$ cat src/rtl/matrix_mul_seq_ctrl.sv
// Sequenced 2x2 packed-element matrix multiply: one shared multiplier, eight MAC steps per job.
// Define MATMUL_SAT_EN to clamp each result element instead of wrapping it modulo 2^ELEM_W.
module matrix_mul_seq_ctrl #(
  parameter int unsigned ELEM_W = 4
) (
  input  logic                clk,
  input  logic                rst,
  input  logic                in_valid,
  output logic                in_ready,
  input  logic [2*ELEM_W-1:0] A_row0,
  input  logic [2*ELEM_W-1:0] A_row1,
  input  logic [2*ELEM_W-1:0] B_col0,
  input  logic [2*ELEM_W-1:0] B_col1,
  output logic                out_valid,
  input  logic                out_ready,
  output logic [2*ELEM_W-1:0] C_row0,
  output logic [2*ELEM_W-1:0] C_row1,
  output logic                busy
);

  localparam int unsigned PW = 2 * ELEM_W;
  localparam int unsigned AW = PW + 1;

  typedef enum logic [1:0] {StIdle, StMac, StDone} state_e;

  state_e            state_q, state_d;
  logic [2:0]        step_q, step_d;
  logic [AW-1:0]     acc_q, acc_d;
  logic [ELEM_W-1:0] res0_q, res0_d, res1_q, res1_d, res2_q, res2_d;
  logic [PW-1:0]     c_row0_q, c_row0_d, c_row1_q, c_row1_d;
  logic [PW-1:0]     a_row0_q, a_row1_q, b_col0_q, b_col1_q;

  logic [PW-1:0]     row_sel, col_sel;
  logic [ELEM_W-1:0] mul_a, mul_b;
  logic [PW-1:0]     prod;
  logic [AW-1:0]     sum;
  logic [ELEM_W-1:0] fin;
  logic              accept;

  function automatic logic [ELEM_W-1:0] pick(input logic [PW-1:0] v, input logic hi);
    return hi ? v[PW-1:ELEM_W] : v[ELEM_W-1:0];
  endfunction

  assign accept = (state_q == StIdle) && in_valid;

  // Step bits: [2] = i (row), [1] = j (column), [0] = k (inner index).
  assign row_sel = step_q[2] ? a_row1_q : a_row0_q;
  assign col_sel = step_q[1] ? b_col1_q : b_col0_q;
  assign mul_a   = pick(row_sel, step_q[0]);
  assign mul_b   = pick(col_sel, step_q[0]);
  assign prod    = {{ELEM_W{1'b0}}, mul_a} * {{ELEM_W{1'b0}}, mul_b};
  assign sum     = acc_q + {1'b0, prod};

`ifdef MATMUL_SAT_EN
  assign fin = (|sum[AW-1:ELEM_W]) ? {ELEM_W{1'b1}} : sum[ELEM_W-1:0];
`else
  assign fin = sum[ELEM_W-1:0];
`endif

  always_comb begin
    state_d  = state_q;
    step_d   = step_q;
    acc_d    = acc_q;
    res0_d   = res0_q;
    res1_d   = res1_q;
    res2_d   = res2_q;
    c_row0_d = c_row0_q;
    c_row1_d = c_row1_q;
    unique case (state_q)
      StIdle: begin
        if (in_valid) begin
          state_d = StMac;
          step_d  = 3'd0;
        end
      end
      StMac: begin
        step_d = step_q + 3'd1;
        if (!step_q[0]) begin
          acc_d = {1'b0, prod};
        end else begin
          acc_d = sum;
          if (step_q[2:1] == 2'd0) res0_d = fin;
          if (step_q[2:1] == 2'd1) res1_d = fin;
          if (step_q[2:1] == 2'd2) res2_d = fin;
        end
        // c11 finishes on the last step, so it goes straight into C_row1.
        if (step_q == 3'd7) begin
          state_d  = StDone;
          step_d   = 3'd0;
          c_row0_d = {res1_q, res0_q};
          c_row1_d = {fin, res2_q};
        end
      end
      StDone: begin
        if (out_ready) state_d = StIdle;
      end
      default: state_d = StIdle;
    endcase
  end

  always_ff @(posedge clk) begin
    if (rst) begin
      state_q  <= StIdle;
      step_q   <= 3'd0;
      acc_q    <= '0;
      res0_q   <= '0;
      res1_q   <= '0;
      res2_q   <= '0;
      c_row0_q <= '0;
      c_row1_q <= '0;
    end else begin
      state_q  <= state_d;
      step_q   <= step_d;
      acc_q    <= acc_d;
      res0_q   <= res0_d;
      res1_q   <= res1_d;
      res2_q   <= res2_d;
      c_row0_q <= c_row0_d;
      c_row1_q <= c_row1_d;
    end
  end

  always_ff @(posedge clk) begin
    if (rst) begin
      a_row0_q <= '0;
      a_row1_q <= '0;
      b_col0_q <= '0;
      b_col1_q <= '0;
    end else if (accept) begin
      a_row0_q <= A_row0;
      a_row1_q <= A_row1;
      b_col0_q <= B_col0;
      b_col1_q <= B_col1;
    end
  end

  assign in_ready  = (state_q == StIdle);
  assign out_valid = (state_q == StDone);
  assign busy      = (state_q != StIdle);
  assign C_row0    = c_row0_q;
  assign C_row1    = c_row1_q;

endmodule

$ cat config.mk
export PLATFORM = sky130hd
export DESIGN_NAME = matrix_mul_seq_ctrl
export DESIGN_NICKNAME = d
export VERILOG_FILES = /design/src/rtl/matrix_mul_seq_ctrl.sv
export SDC_FILE = /design/constraint.sdc
export NUM_CORES = 1
export LEC_CHECK = 0
export CORE_ASPECT_RATIO = 0.7
export CORE_MARGIN = 2
export CORE_UTILIZATION = 40
export CTS_BUF_LIST = sky130_fd_sc_hd__clkbuf_2
export DETAILED_ROUTE_END_ITERATION = 8
export SLEW_MARGIN = 10
export SYNTH_ARGS = -nofsm -noshare
export SYNTH_HDL_FRONTEND = slang
export SYNTH_SLANG_ARGS = --single-unit
$ cat constraint.sdc
create_clock -name clk -period 4.1 [get_ports clk]
set_clock_uncertainty 0.1 [all_clocks]
set_input_delay 0.82 -clock clk [delete_from_list [all_inputs] [get_ports clk]]
set_output_delay 0.82 -clock clk [all_outputs]
set_load 0.03 [all_outputs]
==> results.toml, run 1 <==
[power_and_ir_drop]
switching_share_pct = 23.7
pwr-share-seq_pct = 49.9
power_density_nw_per_um2 = 385
irDropWorstVdd_mv = 0.182
p_int_mw = 1.09
pwr-share-comb_pct = 10.6
p_sw_mw = 0.340
clockPowerShare_pct = 39.5
p_leak_nw = 1.39

[timing]
finalMaxSlewViolations = 0
setup_violations = 0
worst_pin_slew_ns = 1.20
fmax_mhz = 275
rsz0062_at_grt = "no"
finalHoldViolCount = 0
fin_crit_ns = 3.64
min_period_over_period_pct = 88.7
slew_headroom_pct = 19.6
setup_tns_ns = 0

[grt]
track_usage_pct = 17.2
grt_max_degree = 43
grt_overflow = 0
grt_pass1_vias = 2177
antenna_found_initial = 0
grt_pass1_wl_um = 10900

[synthesis]
syn_area_per_cell_um2 = 8.70
synthTopCellsByArea = "dfxtp_1 (47%), nand2_1 (13%), a21oi_1 (8.8%)"
synth_area_um2 = 2960
synth_common_cells = "nand2_1 (104), dfxtp_1 (69), a21oi_1 (52)"
synth-edff-count = 0
synth_top_cell_by_area = "dfxtp_1"
yosys.area.top_type_share_pct = 46.7
synth_most_common_cell = "nand2_1"
synthArstFlopShare_pct = 0
syn_nets = 386
yosysSeqAreaShare_pct = 46.7
ys.flop_type = "dfxtp_1"
synth-seq-cells = 69
synthDistinctLibCells = 29
syn_inst = 340
yosysWarnings = 0

[clock_network]
ctsHoldBuffers = 0
clock_latency_ns = 0.50
numCtsBuffers = 9
cts.path.max_buffers = 2
cts_root_buf = "clkbuf_2"
clk_pin_slew_ns = 0.19
cts-htree-levels = 3
tritoncts = "built"
clock-sinks = 69
post_cts_buffers = 0
cts_resized = 0

[layout]
fin_util_pct = 51.5
diodes = 0
area_delta_synth_final_pct = 25.8
nFillCells = 709
nNetsFinal = 431
drive_gt1_share_pct = 6.92

[placed_design]
globalplace.congestion = 0.781
numPortBuffers = 54
dpl.hpwl_um = 4770

[setup_path]
path_cells = "mux4_2 > and2_1 > ha_1 > ha_1 > ha_1 > ha_1 > a21oi_1 > xnor2_1 > xnor3_2 > mux2i_1 > nor2_1"
path_delay_family = "adder cells"
cp-start-kind = "register"
crit_buf_inv = 0
ff2ff_setup_slack_ns = 0.46
cp.arrival_ns = 3.92
path_class = "reg -> reg"
crit_path_frequent_cell = "ha_1"
cp_num_cells = 11
max_stage_delay_ns = 0.58
critical_path.slowest_cell = "dfxtp_1"
critPathRequiredTime_ns = 4.39
cp-end-kind = "register"
critical_path.max_fanout = 9
worst_r2r_path_depth = 11

[route]
postRouteAntennaNets = 0
wl_per_cell_um = 13.6
num_vias = 2341
dr.pass1.iters = 5
drc = 0
drt-total-wl_um = 6620
first_iter_violations = 150
vias_per_cell = 4.80

[floorplanning]
initial_utilization_pct = 41.0
core_um2 = 7220
fp.dieW_um = 107
die_h_um = 75.9
row_count = 26
io_pins = 55
die_area_um2 = 8110

[job]
drv_cap = 0

[min_path]
worstHoldPathCells = 2
hp-class = "reg -> reg"

[outcome]
status = "finished, final reports clean"
per-stage QoR:
| step | instances | hold slack [ns] | setup slack, ns | area [um2] | power [mW] |
|---|---|---|---|---|---|
| floorplan | 340 | 0.331 | 0.769 | 2960 | 0.820 |
| global placement | 472 | 0.343 | 0.579 | 3540 | 0.879 |
| detailed placement | 472 | 0.346 | 0.467 | 3540 | 0.882 |
| CTS | 488 | 0.369 | 0.441 | 3720 | 1.45 |
| global route | 488 | 0.387 | 0.236 | 3720 | 1.50 |
| finish | 488 | 0.353 | 0.465 | 3720 | 1.43 |
power groups by stage:
| stage | Clock (mW) | Combinational (mW) | Sequential [mW] |
|---|---|---|---|
| after floorplan | 0 | 0.101 | 0.719 |
| after global placement | 0 | 0.150 | 0.729 |
| after detailed placement | 0 | 0.153 | 0.729 |
| after CTS | 0.586 | 0.153 | 0.715 |
| after global routing | 0.613 | 0.169 | 0.719 |
| final | 0.567 | 0.152 | 0.715 |
routing by layer:
| layer | wire (um) | vias to the layer above | GRT usage [%] | share of wire, % |
|---|---|---|---|---|
| met5 | 0 | - | 0 | 0 |
| met4 | 23 | 0 | 3.90 | 0.35 |
| met3 | 277 | 4 | 5.85 | 4.2 |
| met1 | 3640 | 1067 | 27.4 | 55 |
| li1 | - | 1227 | - | - |
| met2 | 2680 | 43 | 22.0 | 41 |
cell usage in the layout (no fill, tap or decap), types with 3 or more instances in the layout:
cell type	netlist	final
a211oi_1	7	7
a21oi_1	52	52
and2_1	8	8
buf_4	1	3
bufinv_16	0	4
clkbuf_2	0	9
clkdlybuf4s50_1	0	53
dfxtp_1	69	69
ha_1	9	9
inv_1	4	4
mux2i_1	11	11
mux4_2	6	6
nand2_1	104	104
nand2b_1	3	3
nor2_1	21	21
xnor2_1	5	5
flip-flops by register name, summed over array words and instances, names as in the netlist:
signal,count
C_row0,8
C_row1,8
a_row0_q,8
a_row1_q,8
acc_q,4
b_col0_q,8
b_col1_q,8
res0_q,4
res1_q,4
res2_q,4
state_q,2
step_q,3
worst register-to-register path, delay by kind of cell, from the launching register on:
kind / cells / cell delay [ns]
AND/OR/NAND/NOR: 2 / 0.23
XOR/XNOR: 2 / 0.49
AO/OA/AOI/OAI: 1 / 0.19
multiplexers: 2 / 0.73
flip-flops: 1 / 0.58
adder cells (fa/ha/maj): 4 / 1.21
final timing paths:
kind / start / end
worst max-delay path: step_q[1]$_SDFFE_PP0P_ / res0_q[3]$_SDFFE_PP0P_
worst min-delay path: res0_q[3]$_SDFFE_PP0P_ / C_row0[3]$_SDFFE_PP0P_
worst max register to register: step_q[1]$_SDFFE_PP0P_ / res0_q[3]$_SDFFE_PP0P_
worst min register to register: res0_q[3]$_SDFFE_PP0P_ / C_row0[3]$_SDFFE_PP0P_
logic make-up after synthesis:
| family | synth area share [%] |
|---|---|
| AND/OR/NAND/NOR | 20.0 |
| flip-flops | 46.7 |
| AO/OA/AOI/OAI | 11.3 |
| buffers and inverters | 3.85 |
| multiplexers | 10.1 |
| adder cells (fa/ha/maj) | 4.48 |
| XOR/XNOR | 3.64 |
layout make-up:
type / count / area, um2 / share of cell area (%)
clock inverter: 7 / 138 / 3.70
timing repair buffer: 57 / 558 / 15.0
clock buffer: 9 / 45.0 / 1.21
inverter: 4 / 15.0 / 0.403
tap: 98 / 123 / 3.29
sequential: 69 / 1380 / 37.1
multi-input combinational: 244 / 1460 / 39.3
Note: power is estimated with default switching activity, not from simulation.
==> inputs of run 2 (changes only) <==
Settings changed: DONT_BUFFER_PORTS set to 1.
Clock period 4.1 ns to 4.4 ns, I/O delays scaled along.
==> results.toml, run 2 (synthesis results as in run 1) <==
[outcome]
status = "finished, final reports clean"

[setup_path]
cp.arrival_ns = 3.92
cp-start-kind = "register"
reg2reg_to = "res2_q[3]$_SDFFE_PP0P_"
cp-end-kind = "register"
worst_r2r_path_depth = 11
max_stage_delay_ns = 0.60
critical_path.max_fanout = 11
critPathRequiredTime_ns = 4.74
r2r_start = "step_q[0]$_SDFFE_PP0P_"
crit_path_frequent_cell = "ha_1"
critical_path.slowest_cell = "mux4_1"
path_class = "reg -> reg"
path_cells = "buf_4 > mux4_1 > and2_1 > ha_1 > ha_1 > ha_1 > a21oi_1 > xnor2_1 > xnor3_2 > mux2i_1 > nor2_1"
ff2ff_setup_slack_ns = 0.82

[layout]
final_common_cell = "nand2_1"
diodes = 0
multi_input_area_um2 = 1460
final-seq-area_um2 = 1380
area_delta_synth_final_pct = 4.82
nFillCells = 754
final_cell_mix = "nand2_1 (104), dfxtp_1 (69), a21oi_1 (52)"
nNetsFinal = 375
drive_gt1_share_pct = 6.89

[route]
vias_per_cell = 5.06
dr.pass1.iters = 5
wl_per_cell_um = 14.4
drt-total-wl_um = 6220
num_vias = 2185
first_iter_violations = 73
postRouteAntennaNets = 0
drc = 0

[job]
drv_cap = 0

[floorplanning]
die_area_um2 = 8110
initial_utilization_pct = 41.0
fp.dieW_um = 107
die_h_um = 75.9
core_um2 = 7220
io_pins = 55
row_count = 26

[clock_network]
clock_latency_ns = 0.53
clk_pin_slew_ns = 0.20
cts_resized = 0
numCtsBuffers = 9
cts-htree-levels = 3
tritoncts = "built"
ctsHoldBuffers = 0
clock-sinks = 69
cts.path.max_buffers = 2
cts_root_buf = "clkbuf_2"
post_cts_buffers = 0

[timing]
layout_setup_ws_ns = 0.821
fin_crit_ns = 3.58
finalHoldViolCount = 0
min_period_over_period_pct = 81.3
fmax_mhz = 279
slew_headroom_pct = 23.1
setup_tns_ns = 0
rsz0062_at_grt = "no"
finalMaxSlewViolations = 0
worst_pin_slew_ns = 1.15
setup_violations = 0

[placed_design]
dpl.hpwl_um = 4410
pre_cts_slack_ns = 0.818
numPortBuffers = 0
globalplace.congestion = 0.742

[grt]
grt_pass1_vias = 2106
antenna_found_initial = 0
grt_overflow = 0
grt_pass1_wl_um = 10400
track_usage_pct = 16.7
grt_max_degree = 70

[power_and_ir_drop]
irDropWorstVdd_mv = 0.171
p_leak_nw = 1.14
power_density_nw_per_um2 = 360

[min_path]
hp-class = "in -> reg"
worstHoldPathCells = 1
hold_end = "C_row0[1]$_SDFFE_PP0P_"
min_from = "rst"
## run 2: cell type report
type / count / share of cell area (%)
clock buffer: 9 / 1.45
clock inverter: 7 / 2.14
inverter: 4 / 0.484
multi-input combinational: 244 / 47.2
sequential: 69 / 44.6
tap: 98 / 3.95
timing repair buffer: 1 / 0.242
## run 2: worst max path at each step
stage                        endpoint              startpoint  depth (start not counted)  slack (ns)
6_report       res2_q[3]$_SDFFE_PP0P_  step_q[0]$_SDFFE_PP0P_                         11        0.82
5_1_grt        res1_q[3]$_SDFFE_PP0P_  step_q[0]$_SDFFE_PP0P_                         11        0.54
4_1_cts        res2_q[3]$_SDFFE_PP0P_  step_q[0]$_SDFFE_PP0P_                         11        0.78
3_5_place_dp   res2_q[3]$_SDFFE_PP0P_  step_q[0]$_SDFFE_PP0P_                         11        0.82
3_3_place_gp   res1_q[3]$_SDFFE_PP0P_  step_q[0]$_SDFFE_PP0P_                         11        0.90
2_1_floorplan  res0_q[3]$_SDFFE_PP0P_  step_q[1]$_SDFFE_PP0P_                         12        1.07
## run 2: layer usage
layer / part of all wire, % / up-vias / global-route usage, %
li1: - / 1109 / -
met1: 51 / 1013 / 23.6
met2: 41 / 52 / 22.3
met3: 6.6 / 11 / 8.00
met4: 1.7 / 0 / 5.19
met5: 0 / - / 0
## run 2: where the power goes
part	switching [mW]	internal (mW)
clock	0.227	0.127
sequential	0.0161	0.649
combinational	0.0574	0.0401
## run 2: per-stage QoR
step,total power [mW],hold WS (ns),instances,util (%),instance area [um2]
4_1_cts,1.13,0.256,432,42.9,3100
3_3_place_gp,0.774,0.337,416,41.4,2990
5_1_grt,1.18,0.228,432,42.9,3100
6_report,1.12,0.296,432,42.9,3100
2_1_floorplan,0.764,0.331,340,-,2960
3_5_place_dp,0.776,0.342,416,41.4,2990
## run 2: critical path: cells and delay by family (launching register included)
kind,cells,cell delay (ns)
adder cells (fa/ha/maj),3,0.91
multiplexers,2,0.76
flip-flops,1,0.57
XOR/XNOR,2,0.50
buffers and inverters,1,0.27
AND/OR/NAND/NOR,2,0.22
AO/OA/AOI/OAI,1,0.18
==> edit, RTL diff (config.mk and constraints of run 1) <==
Add a define of `MATMUL_SAT_EN`.
--- a/src/rtl/matrix_mul_seq_ctrl.sv
+++ b/src/rtl/matrix_mul_seq_ctrl.sv
@@ -2,2 +2,4 @@
 // Define MATMUL_SAT_EN to clamp each result element instead of wrapping it modulo 2^ELEM_W.
+`define MATMUL_SAT_EN
+
 module matrix_mul_seq_ctrl #(
Behaviour: not the same (Yosys sat finds a counterexample within 10 cycles, from zero or initial values and one cycle with rst high).
==> edit against run 1 <==
The run now ends with setup timing left; sequential cell count is 5 higher; worst setup slack worse by 1.0 ns; final area grew 41%; critical path depth grew 8; total power grew 3.4%; clock power is 40% lower; first-iteration DRC count is 15% higher; wire length up 45%; die area increased by 30%; sequential share of layout area decreased by 8.7 points; synthesized area grew 32%.
==> edit: results (changes against run 1) <==
Routing
  – Vias per cell: 5.18 (+8.0%)
  – Initial DRC Count: 172 (+15%)
  – Total wire length: 9610 µm (+45%)
  – Iteration count of the initial detailed-routing pass: 4 (-1)

Worst setup path
  – CP max FO: 8 (-1)
  – Worst path arrival time: 4.94 ns (+1.02 ns)
  – Worst Setup SP: step_q[0]

GRT
  – GRT Total Usage: 0.189 (+0.0167)
  – Largest net degree at the start of global routing: 41 (-4.7%)
  – First-pass GRT wire length: 15800 µm (+45%)
  – Vias in the first global route: 3331 (+53%)

Logic synthesis
  – Synth Warn #: 0 (unchanged)
  – XOR/XNOR Fraction of Synth Area: 0.0113 (-0.0251)
  – Synth Area in Compound Gates: 0.197 (+0.0842)
  – Sequential fraction of the synthesis area: 0.381 (-0.0862)
  – Area share of fa/ha/maj cells after synthesis: 0.0965 (+0.0517)
  – Dominant synthesized flop cell: dfxtp_1
  – Top cells by area, synth: dfxtp_1, nand2_1, a21oi_1
  – Syn nets: 520 (+35%)
  – Unique cell type count in the Yosys netlist: 46 (+59%)
  – Multiplexer share of the synthesized area: 0.0592 (-0.0415)
  – Synth top cells by count: nand2_1, dfxtp_1, a21oi_1

Placement
  – Pre-CTS WS: -0.620 ns (-1.09 ns)
  – DP Wirelength: 6860 µm (+44%)
  – Gpl congestion: 0.855 (+9.5%)
  – DP Area: 4820 µm² (+36%)
  – Number of buffers added on ports: 54 (unchanged)

Power and ir drop
  – Maximum VDD drop: 0.162 mV (-11%)
  – Leak Pwr: 2.03 nW (+46%)

Timing
  – Slew @ Worst Pin: 1.14 ns (-0.0606 ns)
  – Final setup margin: -0.554 ns (-1.02 ns)
  – Total negative slack: -9.50 ns (-9.50 ns)
  – Hold slack final: 0.368 ns (+0.0144 ns)
  – Final setup vio count: 20 (+20)

Layout
  – Reg with most FFs: acc_q
  – Fillers: 888 (+25%)
  – Nets: 601 (+39%)
  – Proportion of layout cells with a drive suffix above 1: 0.216 (+0.147)

Clocking
  – Clk Latency, worst-skew pair: 0.52 ns (+0.02 ns)
  – Clock slew at reported path FFs: 0.21 ns (+0.02 ns)
  – Root buffer cell: clkbuf_2

Status
  – Failing checks: setup timing
  – Status: finished, violations left

Worst hold path
  – Min-delay src: a_row0_q[4]

Job
  – Max_cap viols: 0 (unchanged)
==> edit: worst max-delay path: stages (launching register included) <==
cell       delay [ns]
dfxtp_4          0.45
mux4_2           0.56
nand2_1          0.12
fa_1             0.42
inv_1            0.08
fa_2             0.47
ha_4             0.30
a21oi_4          0.05
o21ai_2          0.17
mux2i_1          0.11
or2_4            0.24
ha_4             0.28
buf_6            0.11
nand2b_4         0.12
a21oi_2          0.04
a211o_1          0.32
nor4_4           0.13
buf_4            0.19
clkbuf_16        0.16
a41oi_1          0.11
==> edit: final cells by class <==
cell class,count,share of cell area
Tap cell,128,0.0306
Clock buffer,10,0.00956
Clock inverter,5,0.00598
Inverter,12,0.00861
Sequential cell,74,0.284
Timing Repair Buffer,99,0.178
Multi-Input combinational cell,342,0.483
==> edit: final timing paths <==
path                                    end  cells after the start
worst max-delay path              res0_q[1]                     19
worst min-delay path            a_row0_q[4]                      2
worst max register to register    res0_q[1]                     19
worst min register to register  a_row0_q[4]                      2
==> edit: what timing repair did <==
action / in CTS / in global routing
buffers inserted: 1 / 6
resized for setup: 14 / 35
endpoints found under the setup margin: 22 / 22
pin swaps: 6 / 13
gates cloned: 0 / 1
==> edit: report_power, final <==
| group | internal (W) | switching (W) | total (W) | leakage (nW) |
|---|---|---|---|---|
| combinational | 0.000187 | 0.000189 | 0.000376 | 1.37 |
| sequential | 0.000749 | 0.0000196 | 0.000769 | 0.604 |
| clock | 0.0000781 | 0.000260 | 0.000338 | 0.0579 |
==> edit: metal layers <==
layer,share of wire,wire (µm),global-route usage
met5,0,0,0
met4,0.0064,62,0.0512
met3,0.037,360,0.0441
met2,0.43,4180,0.281
met1,0.52,5010,0.275
==> edit: per-stage QoR <==
step	util	power (W)	std cells
2_1_floorplan	-	0.000967	457
3_3_place_gp	0.503	0.00108	648
3_5_place_dp	0.503	0.00109	648
4_1_cts	0.517	0.00143	663
5_1_grt	0.547	0.00157	670
6_report	0.547	0.00148	670
==> edit: kinds of logic (layout without fill, tap and decap cells) <==
kind of cell | Yosys count | in the layout
and+or+nand+nor | 180 | 180
AOI/OAI and AO/OA | 117 | 117
DFF | 74 | 74
buffers and inverters | 41 | 126
adders and majority gates | 27 | 27
muxes | 13 | 13
xor gates and xnor gates | 5 | 5
